`src/rtl/ntt_pkg.sv`:
```
// Shared constants, payload types and residue helpers for the P = 257 NTT datapath.
package ntt_pkg;

   localparam int unsigned P      = 257;
   localparam int unsigned RES_W  = 9;
   localparam int unsigned ORD    = 16;
   localparam int unsigned EXP_W  = 4;
   localparam int unsigned SUM_W  = 10;
   localparam int unsigned FOLD_W = 17;

   localparam logic signed [SUM_W-1:0] P_S = 10'sd257;

   // Stage-1 payload: canonical ao residue and rotated bo residue
   typedef struct packed {
      logic [RES_W-1:0] ra;
      logic [RES_W-1:0] rt;
   } rot_pair_t;

   // Stage-2 payload: modular sum and difference
   typedef struct packed {
      logic [RES_W-1:0] s;
      logic [RES_W-1:0] d;
   } sum_pair_t;

   // Signed word to canonical residue: x = hi*256 + lo, 256 == -1, so x == lo - hi
   function automatic logic [RES_W-1:0] fold_to_res(input logic signed [FOLD_W-1:0] x);
      logic signed [SUM_W-1:0] hi;
      logic signed [SUM_W-1:0] lo;
      logic signed [SUM_W-1:0] r;
      hi = SUM_W'(x >>> 8);
      lo = SUM_W'({1'b0, x[7:0]});
      r  = lo - hi;
      if (r < 0) begin
         r = r + P_S;
      end else if (r >= P_S) begin
         r = r - P_S;
      end
      return r[RES_W-1:0];
   endfunction

   // (x + y) mod P for canonical operands
   function automatic logic [RES_W-1:0] add_mod(input logic [RES_W-1:0] x,
                                                input logic [RES_W-1:0] y);
      logic [SUM_W-1:0] t;
      t = SUM_W'(x) + SUM_W'(y);
      if (t >= SUM_W'(P)) begin
         t = t - SUM_W'(P);
      end
      return RES_W'(t);
   endfunction

   // (x - y) mod P for canonical operands, biased by P to stay non-negative
   function automatic logic [RES_W-1:0] sub_mod(input logic [RES_W-1:0] x,
                                                input logic [RES_W-1:0] y);
      logic [SUM_W-1:0] t;
      t = SUM_W'(x) + SUM_W'(P) - SUM_W'(y);
      if (t >= SUM_W'(P)) begin
         t = t - SUM_W'(P);
      end
      return RES_W'(t);
   endfunction

   // Multiply by 2^-1 mod P: odd values borrow one P to become even
   function automatic logic [RES_W-1:0] halve_mod(input logic [RES_W-1:0] x);
      logic [SUM_W-1:0] t;
      t = SUM_W'(x);
      if (x[0]) begin
         t = t + SUM_W'(P);
      end
      return RES_W'(t >> 1);
   endfunction

endpackage

```
`src/rtl/pow2_rotate_257.sv`:
```
// Combinational canonical residue times 2^j mod 257, j in 0..15.
module pow2_rotate_257
   import ntt_pkg::*;
(
   input  logic [RES_W-1:0] r,
   input  logic [EXP_W-1:0] j,
   output logic [RES_W-1:0] rot_c
);

   logic [RES_W-1:0]         rn;
   logic [EXP_W-2:0]         sh;
   logic signed [FOLD_W-1:0] prod;

   // 2^8 == -1, so the upper half of the exponent range is a negation plus a short shift
   always_comb begin
      rn   = r;
      sh   = j[EXP_W-2:0];
      prod = '0;
      if (j[EXP_W-1]) begin
         rn = (r == '0) ? '0 : (RES_W'(P) - r);
      end
      prod  = FOLD_W'(rn) << sh;
      rot_c = fold_to_res(prod);
   end

endmodule

```
`src/rtl/ibutterfly3r_pipe.sv`:
```
// Three-stage inverse radix-2 butterfly over GF(257) with valid/ready handshake.
module ibutterfly3r_pipe
   import ntt_pkg::*;
#(
   parameter int unsigned W   = 15,
   parameter int unsigned K_W = 4
)(
   input  logic           clk,
   input  logic           rst,
   input  logic           in_valid,
   output logic           in_ready,
   input  logic [W-1:0]   ao_in,
   input  logic [W-1:0]   bo_in,
   input  logic [K_W-1:0] k_in,
   output logic           out_valid,
   input  logic           out_ready,
   output logic [W-1:0]   a_out,
   output logic [W-1:0]   b_out
);

   logic                     en;
   logic                     v1;
   logic                     v2;
   rot_pair_t                st1;
   sum_pair_t                st2;

   logic signed [FOLD_W-1:0] ao_ext;
   logic signed [FOLD_W-1:0] bo_ext;
   logic [RES_W-1:0]         ra_c;
   logic [RES_W-1:0]         rb_c;
   logic [EXP_W-1:0]         j_c;
   logic [RES_W-1:0]         rt_c;
   logic [RES_W-1:0]         s_c;
   logic [RES_W-1:0]         d_c;
   logic [RES_W-1:0]         ha_c;
   logic [RES_W-1:0]         hb_c;

   // Whole pipe advances together; a held output stalls everything behind it
   always_comb begin
      en       = !out_valid || out_ready;
      in_ready = en;
   end

   // Stage 1 combinational: reduce inputs, invert the twiddle as 2^(16-k)
   always_comb begin
      ao_ext = FOLD_W'($signed(ao_in));
      bo_ext = FOLD_W'($signed(bo_in));
      ra_c   = fold_to_res(ao_ext);
      rb_c   = fold_to_res(bo_ext);
      j_c    = EXP_W'(ORD - 32'(k_in));
   end

   pow2_rotate_257 u_rot (
      .r     (rb_c),
      .j     (j_c),
      .rot_c (rt_c)
   );

   // Stage 2 and 3 combinational: add/sub, then halve
   always_comb begin
      s_c  = add_mod(st1.ra, st1.rt);
      d_c  = sub_mod(st1.ra, st1.rt);
      ha_c = halve_mod(st2.s);
      hb_c = halve_mod(st2.d);
   end

   // Stage registers; stage-1 data loads only on an input transfer so k travels with its data
   always_ff @(posedge clk) begin
      if (rst) begin
         v1        <= 1'b0;
         v2        <= 1'b0;
         out_valid <= 1'b0;
         st1       <= '0;
         st2       <= '0;
         a_out     <= '0;
         b_out     <= '0;
      end else if (en) begin
         v1        <= in_valid;
         v2        <= v1;
         out_valid <= v2;
         if (in_valid) begin
            st1.ra <= ra_c;
            st1.rt <= rt_c;
         end
         st2.s <= s_c;
         st2.d <= d_c;
         a_out <= W'(ha_c);
         b_out <= W'(hb_c);
      end
   end

endmodule

```
`config.mk`:
```
export PLATFORM = sky130hd
export DESIGN_NAME = ibutterfly3r_pipe
export DESIGN_NICKNAME = d
export VERILOG_FILES = /design/src/rtl/ntt_pkg.sv /design/src/rtl/pow2_rotate_257.sv /design/src/rtl/ibutterfly3r_pipe.sv
export SDC_FILE = /design/constraint.sdc
export NUM_CORES = 1
export LEC_CHECK = 0
export BUFFER_PORTS_ARGS = -buffer_cell sky130_fd_sc_hd__buf_2
export CELL_PAD_IN_SITES_DETAIL_PLACEMENT = 1
export CELL_PAD_IN_SITES_GLOBAL_PLACEMENT = 1
export CORE_MARGIN = 10
export CORE_UTILIZATION = 50
export CTS_BUF_LIST = sky130_fd_sc_hd__clkbuf_2
export DETAILED_ROUTE_END_ITERATION = 10
export GPL_TIMING_DRIVEN = 0
export HOLD_SLACK_MARGIN = 0.15
export PLACE_DENSITY = 0.93
export SETUP_SLACK_MARGIN = 0.15
export SYNTH_ARGS = -nofsm -noshare
export SYNTH_HDL_FRONTEND = slang
export SYNTH_HIERARCHICAL = 1
export SYNTH_SLANG_ARGS = --single-unit
```
`constraint.sdc`:
```
create_clock -name clk -period 10.8 [get_ports clk]
set_clock_uncertainty 0.05 [all_clocks]
set_input_delay 0.54 -clock clk [delete_from_list [all_inputs] [get_ports clk]]
set_output_delay 0.54 -clock clk [all_outputs]
set_load 0.05 [all_outputs]
```
==> qor.csv <==
metric,value,unit
htreeDepth,3,
wl,19.6,mm
rsz0062_at_grt,false,
grt_pass1_wl,32.7,mm
die_h,136,µm
cp_top_family,simple AND/OR/NAND/NOR gates,
max_freq,135,MHz
hold_viol,0,
syn_area_per_cell,7.86,µm²
grt_max_degree,11,
period_share,0.688,
seqCellArea,0.00114,mm²
sw_frac_of_total,0.530,
cts_sinks,57,
intPower,807,µW
leakage,0.00318,µW
layout.nets,1040,
synth_cells,850,
avgViaCountPerCell,6.00,
die_w,136,µm
final_util,0.558,
grt_usage,0.211,
hold_class,primary input to flip-flop,
worst_ir_drop_vdd,0.0897,mV
vias,6657,
numCtsBuffers,9,
finalSetupTns,0,ns
cp-end-kind,flip-flop,
final_cell_mix,"nor2_1 (86), ha_1 (68), nand2_1 (67)",
p_per_area,234,mW/mm²
cts_resized,0,
combPwrFrac,0.711,
start_util,0.507,
multi_input_area,0.00511,mm²
overflow,0,
critPathBufInv,4,
grt_pass1_vias,6807,
worstSetupPathType,primary input to flip-flop,
clockPowerShare,0.095,
drv_cap,0,
diodes,0,
synth_edf_count,0,
cts_tree,done,
seq_power_share,0.194,
insertion_delay,0.54,ns
cts_hold_buf,0,
worstPathArrival,7.85,ns
synthDistinctLibCells,99,
busiest_layer,met2,
final_antenna_net_count,0,
drtIter0Drc,290,
crit_fanout,9,
grtUsageMet1,0.247,
startpoint_type,primary input,
yosys_register_bits,57,
async_reset_ff_frac,0,
ys_seq_area_frac,0.171,
remaining_drc_errors,0,
core_area,0.0132,mm²
dieArea,0.0184,mm²
cpPeakStageDelay,0.78,ns
fin_crit,7.43,ns
pre_cts_ws,2.97,ns
antenna_found_initial,0,
hold_ws,0.355,ns
slew_violations,0,
synth_ff_type,dfxtp_1,
setup_viol,0,
routabilityCongestion,0.887,
wl_per_cell,17.6,µm
cts-root-to-sink-buffers,2,
placement.io_buffers,57,
drive_above_1_share,0.146,
rows,42,
max_slew_margin,0.402,
final_common_cell,nor2_1,
tightest_slew,0.883,ns
netlist_area,0.00668,mm²
first_pass_iters,5,
use_met3,0.0415,
postCtsSetupRepairBufs,0,
hpwl,15.6,mm
io_pins,70,
grt_use_met2,0.379,
outcome,"complete, no violations",
clkTransAtPathRegs,0.19,ns
ys_warn_count,6,
fillers,1681,
syn_to_final_growth,10.1,%
switchingPower,912,µW
critPathSlowestCell,o311ai_1,
worstPathRequired,11.22,ns
root_buffer,clkbuf_2,
fin_ws,3.37,ns
routing by layer:
| metal | up-vias | share of wire |
|---|---|---|
| met2 | 138 | 0.49 |
| li1 | 3240 | - |
| met5 | - | 0 |
| met4 | 0 | 0.022 |
| met1 | 3245 | 0.44 |
| met3 | 34 | 0.042 |
flip-flops by register name (all words and copies together), names as in the netlist:
| signal | count |
|---|---|
| st1 | 18 |
| st2 | 18 |
| a_out | 9 |
| b_out | 9 |
| v2 | 1 |
| out_valid | 1 |
| v1 | 1 |
kinds of logic after synthesis:
logic type,Yosys count,share of synthesized area
DFF,57,0.171
adders and majority gates,73,0.142
other,1,0.000561
muxes,17,0.0270
AOI/OAI and AO/OA,222,0.252
xor gates and xnor gates,75,0.0994
buffers and inverters,103,0.0711
and+or+nand+nor,302,0.237
cell type report:
class / count / share of cell area
multi-input combinational: 701 / 0.694
sequential: 57 / 0.155
timing repair buffer: 57 / 0.0388
buffer: 40 / 0.0325
inverter: 63 / 0.0321
tap: 176 / 0.0299
clock inverter: 7 / 0.0116
clock buffer: 9 / 0.00612
stage by stage:
stage | total power (µW) | std cells | cell area, µm²
floorplan | 1250 | 861 | 6720
global placement | 1460 | 1094 | 7230
detailed placement | 1520 | 1094 | 7230
CTS | 1700 | 1110 | 7360
global route | 1870 | 1110 | 7360
finish | 1720 | 1110 | 7360
tightest hold or removal path: stages:
cell and delay [ns]:
buf_2 0.08, inv_1 0.07, nand2_1 0.15, o21ai_1 0.08
power by group through the flow:
| stage | combinational [µW] | clock, µW | sequential [µW] |
|---|---|---|---|
| after global routing | 1350 | 178 | 341 |
| after floorplan | 885 | 0 | 368 |
| final | 1220 | 164 | 333 |
| after detailed placement | 1190 | 0 | 335 |
| after global placement | 1140 | 0 | 329 |
| after CTS | 1210 | 164 | 331 |
synthesized netlist by cell type (4+ instances only):
library cell / n / area share
a211o_1: 8 / 0.010
nor4_1: 8 / 0.0075
nand2b_1: 8 / 0.0075
clkbuf_1: 12 / 0.0067
a21oi_1: 44 / 0.033
nand3_1: 23 / 0.017
nor2_1: 86 / 0.048
and4_1: 5 / 0.0066
a311oi_1: 4 / 0.0052
o22ai_1: 4 / 0.0037
a31oi_1: 12 / 0.011
buf_6: 4 / 0.0067
and3_1: 6 / 0.0056
buf_2: 4 / 0.0030
o21a_1: 13 / 0.015
nand2_1: 67 / 0.038
fa_1: 5 / 0.015
mux2_2: 4 / 0.0067
a32oi_1: 6 / 0.0079
o2111ai_1: 6 / 0.0079
xnor2_1: 48 / 0.063
a21o_1: 8 / 0.0090
o31ai_1: 4 / 0.0045
nor3b_1: 5 / 0.0056
nand3b_1: 5 / 0.0056
buf_1: 6 / 0.0034
o21ai_0: 26 / 0.019
a211oi_1: 26 / 0.029
inv_1: 62 / 0.035
mux2i_1: 12 / 0.018
dfxtp_1: 57 / 0.17
o211ai_1: 4 / 0.0045
xor2_1: 26 / 0.034
nor3_1: 18 / 0.013
buf_4: 13 / 0.015
ha_1: 68 / 0.13
or3_1: 9 / 0.0084
nor2b_1: 11 / 0.010
nand4_1: 17 / 0.016
and2_1: 4 / 0.0037
o311ai_1: 5 / 0.0066
final timing paths:
check             startpoint  endpoint  slack, ns  cells after the start
setup / recovery    bo_in[0]    st1[7]       3.37                     30
hold / removal           rst   st2[14]       0.35                      4
setup reg to reg     st1[10]    st2[7]       7.09                     13
hold reg to reg           v2        v2       0.42                      2
(Power assumes the default switching activity.)
